[config.mk]
export PLATFORM = sky130hd
export DESIGN_NAME = adc_sample_averager_flat
export DESIGN_NICKNAME = d
export VERILOG_FILES = /design/src/rtl/adc_avg_pkg.sv /design/src/rtl/adc_sample_averager_if.sv /design/src/rtl/adc_sample_averager_sample_tick_gen.sv /design/src/rtl/adc_sample_averager.sv /design/src/flat_wrapper.sv
export SDC_FILE = /design/constraint.sdc
export NUM_CORES = 1
export LEC_CHECK = 0
export BUFFER_PORTS_ARGS = -buffer_cell sky130_fd_sc_hd__buf_2
export CORE_ASPECT_RATIO = 0.75
export CORE_UTILIZATION = 46
export DETAILED_ROUTE_END_ITERATION = 8
export HOLD_SLACK_MARGIN = 0.08
export PLACE_DENSITY = 0.7
export SYNTH_ARGS = -nofsm -noshare
export SYNTH_HDL_FRONTEND = slang
export SYNTH_SLANG_ARGS = --single-unit
[constraint.sdc]
create_clock -name clk -period 3.53 [get_ports clk]
set_input_delay 0.353 -clock clk [delete_from_list [all_inputs] [get_ports clk]]
set_output_delay 0.353 -clock clk [all_outputs]
set_load 0.03 [all_outputs]
[src/rtl/adc_avg_pkg.sv]
`timescale 1ns/1ps
`default_nettype none
// ============================================================================
// adc_avg_pkg : state encoding and width helpers for adc_sample_averager
// Rev 1.0
// ============================================================================
package adc_avg_pkg;

    typedef enum logic [1:0] {
        ST_IDLE      = 2'd0,
        ST_WAIT_TICK = 2'd1,
        ST_START     = 2'd2,
        ST_WAIT_DONE = 2'd3
    } state_t;

    function automatic int acc_w(input int data_w, input int avg_log2);
        return data_w + avg_log2;
    endfunction

    // Bits needed to count 0..n-1.
    function automatic int ctr_w(input int n);
        return (n < 2) ? 1 : $clog2(n);
    endfunction

endpackage
`default_nettype wire

[src/rtl/adc_sample_averager_if.sv]
`timescale 1ns/1ps
`default_nettype none
// ============================================================================
// adc_sample_averager_if : start/busy/new_data/data handshake to mcp3201_spi
// Rev 1.0
// ============================================================================
interface adc_sample_averager_if #(
    parameter int DATA_W = 12
);
    logic              adc_start;
    logic              adc_busy;
    logic              adc_new_data;
    logic [DATA_W-1:0] adc_data;

    modport master (
        output adc_start,
        input  adc_busy,
        input  adc_new_data,
        input  adc_data
    );

    modport slave (
        input  adc_start,
        output adc_busy,
        output adc_new_data,
        output adc_data
    );
endinterface
`default_nettype wire

[src/rtl/adc_sample_averager_sample_tick_gen.sv]
`timescale 1ns/1ps
`default_nettype none
// ============================================================================
// sample_tick_gen : free-running 0..PERIOD-1 timer, tick on the last count
// Rev 1.0
// ============================================================================
module sample_tick_gen
    import adc_avg_pkg::*;
#(
    parameter int PERIOD = 1000
) (
    input  wire logic clk,
    input  wire logic rst,
    input  wire logic enable,
    output logic      tick
);
    localparam int              c_W    = ctr_w(PERIOD);
    localparam logic [c_W-1:0]  c_LAST = c_W'(PERIOD - 1);

    logic [c_W-1:0] r_count;

    always_ff @(posedge clk) begin
        if (rst || !enable) begin
            r_count <= '0;
        end else if (r_count == c_LAST) begin
            r_count <= '0;
        end else begin
            r_count <= r_count + 1'b1;
        end
    end

    assign tick = enable && (r_count == c_LAST);

endmodule
`default_nettype wire

[src/rtl/adc_sample_averager.sv]
`timescale 1ns/1ps
`default_nettype none
// ============================================================================
// adc_sample_averager : periodic ADC trigger, 2^AVG_LOG2 averaging, flags
// Rev 1.0
// ============================================================================
module adc_sample_averager
    import adc_avg_pkg::*;
#(
    parameter int SAMPLE_PERIOD = 1000,
    parameter int AVG_LOG2      = 2,
    parameter int DATA_W        = 12,
    parameter int TIMEOUT       = 4096
) (
    input  wire logic               clk,
    input  wire logic               rst,
    input  wire logic               enable,
    input  wire logic               clear_flags,
    adc_sample_averager_if.master   adc,
    output logic [DATA_W-1:0]       avg_out,
    output logic                    avg_valid,
    output logic                    overrun,
    output logic                    timeout
);
    localparam int                 c_ACC_W    = acc_w(DATA_W, AVG_LOG2);
    localparam int                 c_TO_W     = ctr_w(TIMEOUT);
    localparam int                 c_CNT_W    = AVG_LOG2 + 1;
    localparam logic [c_CNT_W-1:0] c_LAST_CNT = c_CNT_W'((1 << AVG_LOG2) - 1);
    // Fires when the counter is about to become TIMEOUT-1, so the flag lands
    // TIMEOUT cycles after the start pulse.
    localparam logic [c_TO_W-1:0]  c_TO_HIT   = c_TO_W'(TIMEOUT - 2);

    state_t             r_state;
    logic [c_ACC_W-1:0] r_acc;
    logic [c_CNT_W-1:0] r_cnt;
    logic [c_TO_W-1:0]  r_tcnt;
    logic               r_adc_start;

    logic               w_tick;
    logic [c_ACC_W-1:0] w_sum;
    logic               w_to_hit;
    logic               w_ov_set;
    logic               w_to_set;

    sample_tick_gen #(.PERIOD(SAMPLE_PERIOD)) u_tick (
        .clk    (clk),
        .rst    (rst),
        .enable (enable),
        .tick   (w_tick)
    );

    assign w_sum    = r_acc + c_ACC_W'(adc.adc_data);
    assign w_to_hit = (r_tcnt == c_TO_HIT);
    assign w_ov_set = w_tick && (((r_state == ST_WAIT_TICK) && adc.adc_busy) ||
                                 (r_state == ST_WAIT_DONE));
    assign w_to_set = (r_state == ST_WAIT_DONE) && !adc.adc_new_data && w_to_hit;

    always_ff @(posedge clk) begin
        if (rst) begin
            r_state     <= ST_IDLE;
            r_acc       <= '0;
            r_cnt       <= '0;
            r_tcnt      <= '0;
            r_adc_start <= 1'b0;
            avg_out     <= '0;
            avg_valid   <= 1'b0;
            overrun     <= 1'b0;
            timeout     <= 1'b0;
        end else begin
            r_adc_start <= 1'b0;
            avg_valid   <= 1'b0;

            // A set event in the same cycle as clear_flags takes priority.
            if (w_ov_set)         overrun <= 1'b1;
            else if (clear_flags) overrun <= 1'b0;
            if (w_to_set)         timeout <= 1'b1;
            else if (clear_flags) timeout <= 1'b0;

            case (r_state)
                ST_IDLE: begin
                    r_acc <= '0;
                    r_cnt <= '0;
                    if (enable) r_state <= ST_WAIT_TICK;
                end
                ST_WAIT_TICK: begin
                    if (!enable) begin
                        r_state <= ST_IDLE;
                    end else if (w_tick && !adc.adc_busy) begin
                        r_state     <= ST_START;
                        r_adc_start <= 1'b1;
                    end
                end
                ST_START: begin
                    r_tcnt  <= '0;
                    r_state <= ST_WAIT_DONE;
                end
                ST_WAIT_DONE: begin
                    if (adc.adc_new_data) begin
                        // With enable low the sample and partial sum are dropped.
                        if (!enable) begin
                            r_state <= ST_IDLE;
                        end else begin
                            r_state <= ST_WAIT_TICK;
                            if (r_cnt == c_LAST_CNT) begin
                                avg_out   <= DATA_W'(w_sum >> AVG_LOG2);
                                avg_valid <= 1'b1;
                                r_acc     <= '0;
                                r_cnt     <= '0;
                            end else begin
                                r_acc <= w_sum;
                                r_cnt <= r_cnt + 1'b1;
                            end
                        end
                    end else if (w_to_hit) begin
                        r_state <= enable ? ST_WAIT_TICK : ST_IDLE;
                    end else begin
                        r_tcnt <= r_tcnt + 1'b1;
                    end
                end
                default: r_state <= ST_IDLE;
            endcase
        end
    end

    assign adc.adc_start = r_adc_start;

endmodule
`default_nettype wire

[src/flat_wrapper.sv]
// flat-port wrapper written by rule: the top's interface ports become plain ports
module adc_sample_averager_flat import adc_avg_pkg::*;
#(
    parameter int SAMPLE_PERIOD = 1000,
    parameter int AVG_LOG2      = 2,
    parameter int DATA_W        = 12,
    parameter int TIMEOUT       = 4096
)
  (clk, rst, enable, clear_flags, avg_out, avg_valid, overrun, timeout, adc_adc_start, adc_adc_busy, adc_adc_new_data, adc_adc_data);
  adc_sample_averager_if #(.DATA_W(DATA_W)) adc_i ();
  input  wire logic clk;
  input  wire logic rst;
  input  wire logic enable;
  input  wire logic clear_flags;
  output logic [DATA_W-1:0] avg_out;
  output logic avg_valid;
  output logic overrun;
  output logic timeout;
  output wire logic [$bits(adc_i.adc_start)-1:0] adc_adc_start;
  input wire logic [$bits(adc_i.adc_busy)-1:0] adc_adc_busy;
  input wire logic [$bits(adc_i.adc_new_data)-1:0] adc_adc_new_data;
  input wire logic [$bits(adc_i.adc_data)-1:0] adc_adc_data;
  assign adc_adc_start = adc_i.adc_start;
  assign adc_i.adc_busy = adc_adc_busy;
  assign adc_i.adc_new_data = adc_adc_new_data;
  assign adc_i.adc_data = adc_adc_data;
  adc_sample_averager #(.SAMPLE_PERIOD(SAMPLE_PERIOD), .AVG_LOG2(AVG_LOG2), .DATA_W(DATA_W), .TIMEOUT(TIMEOUT)) u_core (.clk(clk), .rst(rst), .enable(enable), .clear_flags(clear_flags), .adc(adc_i), .avg_out(avg_out), .avg_valid(avg_valid), .overrun(overrun), .timeout(timeout));
endmodule
==> metrics.yaml, run 1 <==
outcome: "complete, no violations"
slew_viol_final: 0
hold_path.class: "in2reg"
cts_buffer_depth: 2
cp.required_ps: 3800
wl_per_cell_um: 14.8
vias: 2676
maxSlewHeadroom: 0.410
grt_pass1_wl_um: 12000
critPathKind: "reg2reg"
p_per_area_mw_per_mm2: 375
num_rows: 25
drt-initial-drc-count: 207
grt_max_degree: 41
tightest_slew_ps: 878
netlist_instances: 362
p_leak_nw: 1.34
track_usage: 0.211
yosys_warnings: 0
grt_busiest_layer: "met2"
power_mw: 1.32
syn_avg_cell_area_um2: 8.64
post-route-period-util: 0.639
synth_area_leaders: "dfxtp_1 (36%), ha_1 (6.4%), nor2_1 (5.3%)"
clock_sinks: 57
dpl_cell_area_mm2: 0.00332
yosysTopAreaCellShare: 0.365
gr-total-overflow: 0
peakVddDrop_mv: 0.236
fp.dieW_um: 97.2
finalSetupViolCount: 0
yosysMostFrequentCell: "dfxtp_1"
start_util: 0.486
wirelength_um: 7040
maxCapViolCount: 0
ys_seq_elements: 57
die_area_mm2: 0.00714
worstSkewPairLatency_ps: 330
ant_nets: 0
numCtsBuffers: 9
synth-async-reset-ratio: 0
io_pins: 34
max_freq_mhz: 443
cts-resized-gates: 0
start_kind: "register"
root_buffer: "clkbuf_8"
cp-end-kind: "register"
period_minus_slack_ps: 2260
rsz0062_at_grt: "no"
cts_tree: "done"
syn-cell-area_mm2: 0.00313
synth_flop_cell: "dfxtp_1"
layout-drive-gt1-share: 0.159
cts_max_level: 3
hold_violations: 0
globalRouteMet3Util: 0.0580
synth_fp_nets: 397
grt_pass1_vias: 2477
worstPathArrival_ps: 2530
worstPathMaxFanout: 19
synth_edf_count: 0
synthDistinctLibCells: 64
postCtsSetupBuffers: 0
antenna_found_initial: 0
synthTopCellsByCount: "dfxtp_1 (57), nor2_1 (44), nand2_1 (34)"
chipHeight_um: 73.4
dp_hpwl_um: 5000
dp.cells: 461
synth.largest_area_cell: "dfxtp_1"
hold_buffers: 0
nets: 426
coreArea_mm2: 0.00644
final_design_area_no_fill_mm2: 0.00351
num_antenna_cells: 0
firstDrtPassIters: 4
via_per_inst: 5.61
fin_worst_skew_ps: 11.6
finalNonFillerCells: 477
grt_util_met2: 0.313
gp_congestion: 0.856
clk_pin_slew_worst_paths_ps: 70
synth_seq_area_share: 0.365
nFillCells: 579
port_buffers: 33
drc: 0
syn2layout_area_growth_pct: 12.2
finalSetupTns_ps: 0
grt_util_met1: 0.300
## kinds of logic after synthesis
group	share of synthesized area
AOI/OAI and AO/OA	0.205
xor gates and xnor gates	0.0728
adders and majority gates	0.0704
buffers and inverters	0.0344
DFF	0.365
muxes	0.00640
and+or+nand+nor	0.246
## layout make-up
type	count	area, um^2	share of cell area
clock buffers	13	149	0.0424
clock inverters	3	40.0	0.0114
inverters	7	26.3	0.00748
multi-input cells	282	1880	0.536
flip-flops and latches	57	1140	0.325
well taps	81	101	0.0289
repair buffers	34	173	0.0492
## final timing paths
kind,startpoint,end,slack [ps],cells past startpoint
worst max-delay path,u_core.r_state[0]$_SDFFE_PP0P_,u_core.avg_out[10]$_SDFFE_PP0P_,1270,5
worst min-delay path,clear_flags,u_core.overrun$_SDFFE_PP0P_,320,3
worst max register to register,u_core.r_state[0]$_SDFFE_PP0P_,u_core.avg_out[10]$_SDFFE_PP0P_,1270,5
worst min register to register,u_core.avg_out[2]$_SDFFE_PP0P_,u_core.avg_out[2]$_SDFFE_PP0P_,460,2
## routing by layer
metal,wire (um),up-vias
met5,0,-
met4,68,0
met3,327,4
met2,2970,65
met1,3670,1239
li1,-,1368
## power by group
| group | leakage [nW] | internal [mW] | switching [mW] |
|---|---|---|---|
| combinational | 0.788 | 0.0244 | 0.0429 |
| clock | 0.0974 | 0.344 | 0.253 |
| sequential | 0.459 | 0.645 | 0.00683 |
## flip-flops by register name, indices dropped and copies added, names as in the netlist, named ones only
signal                 cells
u_core.avg_out            12
u_core.r_tcnt             12
u_core.r_acc              14
u_core.avg_valid           1
u_core.r_cnt               3
u_core.timeout             1
u_core.adc.adc_start       1
u_core.u_tick.r_count     10
u_core.overrun             1
u_core.r_state             1
## critical path: stages, from the launching register on
cell      delay (ps)
dfxtp_1          830
nand4_1          280
or2_2            490
nor2_1           240
nor4b_1          230
nand3b_1         140
## cell usage in the layout, fill, tap and decap left out, types with 5 or more instances in the layout
| cell type | Yosys | routed |
|---|---|---|
| dfxtp_1 | 57 | 57 |
| nor2_1 | 44 | 44 |
| nand2_1 | 34 | 34 |
| buf_2 | 5 | 33 |
| a21oi_1 | 24 | 24 |
| nand3_1 | 20 | 20 |
| xnor2_1 | 18 | 18 |
| ha_1 | 16 | 16 |
| o21ai_0 | 13 | 13 |
| clkbuf_8 | 0 | 10 |
| xor2_1 | 8 | 8 |
| inv_1 | 7 | 7 |
| a21o_1 | 6 | 6 |
| a211oi_1 | 6 | 6 |
| and3_1 | 6 | 6 |
| o211ai_1 | 6 | 6 |
| nor3_1 | 5 | 5 |
| nand4_1 | 5 | 5 |
| nand3b_1 | 5 | 5 |
| nand2b_1 | 5 | 5 |
| a22oi_1 | 5 | 5 |
## per-stage QoR
step,worst slack [ps],utilization,hold WS [ps]
3_5_place_dp,1270,0.516,455
3_3_place_gp,1320,0.516,441
2_1_floorplan,1540,-,426
4_1_cts,1280,0.545,297
6_report,1270,0.545,316
5_1_grt,1110,0.545,334
Note: power is estimated with default switching activity, not from simulation.
==> run 2, diff against run 1 <==
==> constraint.sdc (replaced) <==
create_clock -name clk -period 2.3 [get_ports clk]
set_input_delay 0.23 -clock clk [delete_from_list [all_inputs] [get_ports clk]]
set_output_delay 0.23 -clock clk [all_outputs]
set_load 0.03 [all_outputs]
==> metrics.yaml, run 2 (synthesis results as in run 1) <==
outcome: "complete, no violations"
cts_tree: "done"
peakVddDrop_mv: 0.285  # +21%
maxSlewHeadroom: 0.531  # +0.121
clock_sinks: 57  # unchanged
cts_max_level: 3  # unchanged
cp_top_family: "compound AO/OA/AOI/OAI gates"
track_usage: 0.198  # -0.0132
cts-resized-gates: 0  # unchanged
multi_input_area_mm2: 0.00188  # unchanged
layout-drive-gt1-share: 0.175  # +0.0155
max_freq_mhz: 473  # +6.6%
pwr-share-clk: 0.457  # +0.003
top_regs: "u_core.r_acc: 14 flops, u_core.avg_out: 12 flops, u_core.r_tcnt: 12 flops"
start_util: 0.486  # unchanged
port_buffers: 33  # unchanged
path_cells: "ha_1, fa_1, a21o_1, a221oi_2, o21a_1, xor2_1, o21ai_0"
grt_max_degree: 41  # unchanged
regMostFlops: "u_core.r_acc"
final_design_area_no_fill_mm2: 0.00356  # +1.5%
worst_slack_ps: 184  # -1090 ps
largest_reg_flops: 14  # unchanged
p_per_area_mw_per_mm2: 574  # +53%
switching_share: 0.227  # -0.00338
dpl_cell_area_mm2: 0.00337  # +1.4%
gr-total-overflow: 0  # unchanged
slowest_delay_ps: 410  # -420 ps
nets: 432  # +1.4%
via_per_inst: 5.56  # -0.85%
hold_violations: 0  # unchanged
critPathKind: "reg2reg"
start_kind: "register"
hold_path.class: "in2reg"
firstDrtPassIters: 4  # unchanged
nFillCells: 586  # +1.2%
io_pins: 34  # unchanged
worstPathMaxFanout: 3  # -16
hold_buffers: 0  # unchanged
vias: 2681  # +0.19%
drc: 0  # unchanged
num_antenna_cells: 0  # unchanged
area.sequential_mm2: 0.00114  # unchanged
dp_hpwl_um: 4790  # -4.0%
finalSetupTns_ps: 0  # unchanged
wl_per_cell_um: 14.1  # -4.8%
power_mw: 2.05  # +55%
p_comb_frac: 0.056  # +0.005
chipHeight_um: 73.4  # unchanged
finalSetupViolCount: 0  # unchanged
fin_worst_skew_ps: 13.3  # +1.66 ps
clk_pin_slew_worst_paths_ps: 70  # about the same
slew_viol_final: 0  # unchanged
numCtsBuffers: 9  # unchanged
sequentialPowerShare: 0.486  # -0.009
pre_cts_ws_ps: 156  # -1110 ps
p_switching_mw: 0.464  # +53%
cp.required_ps: 2500  # -1300 ps
fp.dieW_um: 97.2  # unchanged
internal_power_mw: 1.58  # +56%
num_rows: 25  # unchanged
gp_congestion: 0.946  # +11%
coreArea_mm2: 0.00644  # unchanged
root_buffer: "clkbuf_8"
syn2layout_area_growth_pct: 13.8
maxCapViolCount: 0  # unchanged
antenna_found_initial: 0  # unchanged
cts_buffer_depth: 2  # unchanged
worstPathArrival_ps: 2320  # -210 ps
period_minus_slack_ps: 2120  # -140 ps
postCtsSetupBuffers: 0  # unchanged
p_leak_nw: 1.38  # +2.7%
die_area_mm2: 0.00714  # unchanged
slowest_stage: "fa_1"
drt-initial-drc-count: 89  # -57%
ant_nets: 0  # unchanged
path_buf_inv: 0  # unchanged
post-route-period-util: 0.920  # +0.281
final_common_cell: "dfxtp_1"
worstSkewPairLatency_ps: 340  # about the same
tightest_slew_ps: 703  # -175 ps
final_cell_mix: "dfxtp_1 (57), nor2_1 (44), nand2_1 (34)"
grt_pass1_wl_um: 11200  # -6.6%
grt_pass1_vias: 2378  # -4.0%
cp-end-kind: "register"
rsz0062_at_grt: "no"
wirelength_um: 6770  # -3.8%
## run 2: cell types whose count changed in the layout (fill, tap and decap cells not counted), sizes merged
| cell | before | now |
|---|---|---|
| buf | 34 | 40 |
| clkbuf | 13 | 12 |
## run 2: layout make-up
cell class | count | area share
Sequential cell | 57 | 0.320
Clock buffer | 12 | 0.0436
Timing Repair Buffer | 40 | 0.0611
Tap cell | 81 | 0.0285
Clock inverter | 3 | 0.0112
Multi-Input combinational cell | 282 | 0.528
Inverter | 7 | 0.00738
## run 2: path summary, 6_finish.rpt
path / startpoint / endpoint / slack, ps / cells past startpoint
setup / recovery: u_core.r_acc[0]$_SDFFE_PP0P_ / u_core.r_acc[8]$_SDFFE_PP0P_ / 180 / 7
hold reg to reg: u_core.avg_out[2]$_SDFFE_PP0P_ / u_core.avg_out[2]$_SDFFE_PP0P_ / 450 / 2
setup reg to reg: u_core.r_acc[0]$_SDFFE_PP0P_ / u_core.r_acc[8]$_SDFFE_PP0P_ / 180 / 7
hold / removal: clear_flags / u_core.overrun$_SDFFE_PP0P_ / 180 / 3
## run 2: through the flow
step | cells | utilization | hold slack [ps]
3_5_place_dp | 467 | 0.523 | 445
6_report | 482 | 0.553 | 177
3_3_place_gp | 467 | 0.523 | 441
2_1_floorplan | 362 | - | 332
5_1_grt | 482 | 0.553 | 179
4_1_cts | 482 | 0.553 | 157
## run 2: worst register-to-register path, cell delays in order (launching register included)
cell and delay [ps]:
dfxtp_1 320, ha_1 200, fa_1 410, a21o_1 230, a221oi_2 370, o21a_1 220
xor2_1 150, o21ai_0 90
## run 2: power groups by stage
stage	Combinational (mW)	Sequential (mW)	Clock, mW
after detailed placement	0.113	1.02	0
after CTS	0.114	0.995	0.958
after global routing	0.127	0.996	1.01
final	0.115	0.995	0.936
after global placement	0.112	1.02	0
after floorplan	0.0779	1.01	0
## run 2: layer usage
layer  routed length, um  share of wire  track usage
met4                  89          0.013       0.0752
met3                 293          0.043       0.0561
met1                3500           0.52        0.270
met2                2900           0.43        0.300
met5                   0              0            0
==> run 3, diff against run 2 <==
--- a/config.mk
+++ b/config.mk
@@ -5,6 +5,7 @@
 export SDC_FILE = /design/constraint.sdc
 export NUM_CORES = 1
 export LEC_CHECK = 0
+export ABC_AREA = 1
 export BUFFER_PORTS_ARGS = -buffer_cell sky130_fd_sc_hd__buf_2
 export CORE_ASPECT_RATIO = 0.75
 export CORE_UTILIZATION = 46
@@ -13,4 +14,5 @@
 export PLACE_DENSITY = 0.7
 export SYNTH_ARGS = -nofsm -noshare
 export SYNTH_HDL_FRONTEND = slang
+export SYNTH_HIERARCHICAL = 1
 export SYNTH_SLANG_ARGS = --single-unit
==> metrics.yaml, run 3 <==
drt-met1-wl_um: 4030  # +15%
ant_nets: 0  # unchanged
num_rows: 26  # +4.0%
maxSlewHeadroom: 0.513  # -0.0189
gr-total-overflow: 0  # unchanged
multi_input_area_mm2: 0.00191  # +1.7%
synth.largest_area_cell: "dfxtp_1"
numCtsBuffers: 9  # unchanged
synth_seq_area_share: 0.337  # -0.0277
grt_pass1_vias: 2909  # +22%
worstPathMaxFanout: 17  # +14
cts_buffer_depth: 2  # unchanged
fin_worst_skew_ps: 9.93  # -3.35 ps
fp.dieW_um: 101  # +3.9%
cts_tree: "done"
syn_avg_cell_area_um2: 6.54  # -24%
netlist_instances: 518  # +43%
start_util: 0.487  # +0.000889
largest_reg_flops: 14  # unchanged
root_buffer: "clkbuf_8"
slowest_delay_ps: 570  # +160 ps
holdPathStages: 4  # +1
slowest_stage: "nor2_2"
maxCapViolCount: 0  # unchanged
pre_cts_ws_ps: 365  # +209 ps
yosysTopAreaCellShare: 0.337  # -0.0277
period_minus_slack_ps: 1900  # -211 ps
area.sequential_mm2: 0.00114  # unchanged
regMostFlops: "u_core/r_acc"
die_area_mm2: 0.00771  # +8.0%
layout-drive-gt1-share: 0.139  # -0.0355
synthDistinctLibCells: 34  # -47%
antenna_found_initial: 0  # unchanged
post-route-period-util: 0.828  # -0.0917
grt_pass1_wl_um: 13100  # +17%
ys_seq_elements: 57  # unchanged
start_kind: "register"
drt-initial-drc-count: 166  # +87%
path_cells: "nand2_2, nor3_2, nor2_2, inv_1, o21ai_0, nor2_1"
final_common_cell: "nand2_1"
top_regs: "u_core/r_acc: 14 flops, u_core/avg_out: 12 flops, u_core/r_tcnt: 12 flops"
postCtsSetupBuffers: 0  # unchanged
synth_flop_cell: "dfxtp_1"
cts_max_level: 3  # unchanged
gp_congestion: 0.886  # -6.3%
track_usage: 0.217  # +0.0187
rsz0062_at_grt: "no"
top_layer: "met4"
met3_length_um: 541  # +85%
syn-cell-area_mm2: 0.00339  # +8.2%
clk_pin_slew_worst_paths_ps: 70  # about the same
firstDrtPassIters: 4  # unchanged
port_buffers: 33  # unchanged
finalNonFillerCells: 659  # +37%
nets: 591  # +37%
critPathKind: "reg2reg"
reg2reg_depth: 6  # -1
hold_path.class: "in2reg"
via_per_inst: 4.93  # -11%
cts-resized-gates: 0  # unchanged
hold_violations: 0  # unchanged
synth_area_leaders: "dfxtp_1 (34%), nand2_1 (16%), nor2_1 (8.5%)"
finalSetupTns_ps: 0  # unchanged
clock_sinks: 57  # unchanged
drc: 0  # unchanged
vias: 3246  # +21%
final_cell_mix: "nand2_1 (147), nor2_1 (77), inv_1 (72)"
dp_hpwl_um: 5870  # +22%
worstSkewPairLatency_ps: 340  # about the same
wl_met2_um: 3150  # +8.7%
slew_viol_final: 0  # unchanged
coreArea_mm2: 0.00696  # +8.0%
num_antenna_cells: 0  # unchanged
cp.required_ps: 2530  # +30 ps
syn2layout_area_growth_pct: 13.9  # about the same
wirelength_um: 7790  # +15%
io_pins: 34  # unchanged
wl_per_cell_um: 11.8  # -16%
worstPathArrival_ps: 2140  # -180 ps
cp-end-kind: "register"
dp.cells: 642  # +37%
nFillCells: 710  # +21%
max_freq_mhz: 525  # +11%
synth_fp_nets: 553  # +39%
tightest_slew_ps: 726  # +23.4 ps
p_per_area_mw_per_mm2: 577  # +0.37%
peakVddDrop_mv: 0.258  # -9.6%
grt_max_degree: 29  # -29%
synth_edf_count: 0  # unchanged
outcome: "complete, no violations"
finalSetupViolCount: 0  # unchanged
p_leak_nw: 1.81  # +31%
synthTopCellsByCount: "nand2_1 (147), nor2_1 (77), inv_1 (72)"
chipHeight_um: 76.3  # +3.9%
worst_slack_ps: 396  # +211 ps
synth-async-reset-ratio: 0  # unchanged
yosysMostFrequentCell: "nand2_1"
power_mw: 2.22  # +8.7%
yosys_warnings: 6  # +6
run 3: area by class of cell:
class | instances | area share
timing repair buffer | 38 | 0.0532
multi-input combinational | 377 | 0.495
tap | 98 | 0.0318
inverter | 73 | 0.0710
clock inverter | 6 | 0.0172
sequential | 57 | 0.296
clock buffer | 10 | 0.0357
run 3: timing repair:
action,4_1_cts,5_1_grt
hold endpoints to repair,1,0
setup endpoints to repair,0,0
hold buffers,1,0
run 3: report_power, final:
part           switching (mW)  internal (mW)  total [mW]
Combinational           0.159         0.0752       0.234
Clock                   0.441          0.531       0.972
Sequential             0.0155           1.00        1.02
run 3: critical path: cells and delay by family, from the launching register on:
kind / cells / cell delay [ps]
buffers and inverters: 1 / 230
AND/OR/NAND/NOR: 4 / 960
AO/OA/AOI/OAI: 1 / 230
flip-flops: 1 / 380
run 3: cells by family after synthesis:
kind of cell    synth area share
fa+ha+maj                 0.0650
simple gates               0.353
compound gates             0.105
buf+inv                   0.0986
xor+xnor                  0.0414
flops                      0.337
run 3: final timing paths:
kind / from / to / slack (ps)
hold reg to reg: u_core/r_cnt[2]$_SDFFE_PP0P_ / u_core/r_cnt[2]$_SDFFE_PP0P_ / 460
hold / removal: clear_flags / u_core/timeout$_SDFFE_PP0P_ / 140
setup reg to reg: u_core/r_state[0]$_SDFFE_PP0P_ / u_core/r_acc[0]$_SDFFE_PP0P_ / 400
setup / recovery: u_core/r_state[0]$_SDFFE_PP0P_ / u_core/r_acc[0]$_SDFFE_PP0P_ / 400
run 3: metal layers:
layer  vias up  global-route usage
li1       1707                   -
met1      1445               0.319
met2        87               0.305
met3         7              0.0541
met4         0              0.0725
met5         -                   0
run 3: metrics by stage:
step | hold WS, ps | utilization | cell area, um^2
after floorplan | 306 | - | 3390
after global placement | 438 | 0.524 | 3640
after detailed placement | 438 | 0.524 | 3640
after CTS | 133 | 0.554 | 3860
after global routing | 154 | 0.554 | 3860
final | 144 | 0.554 | 3860
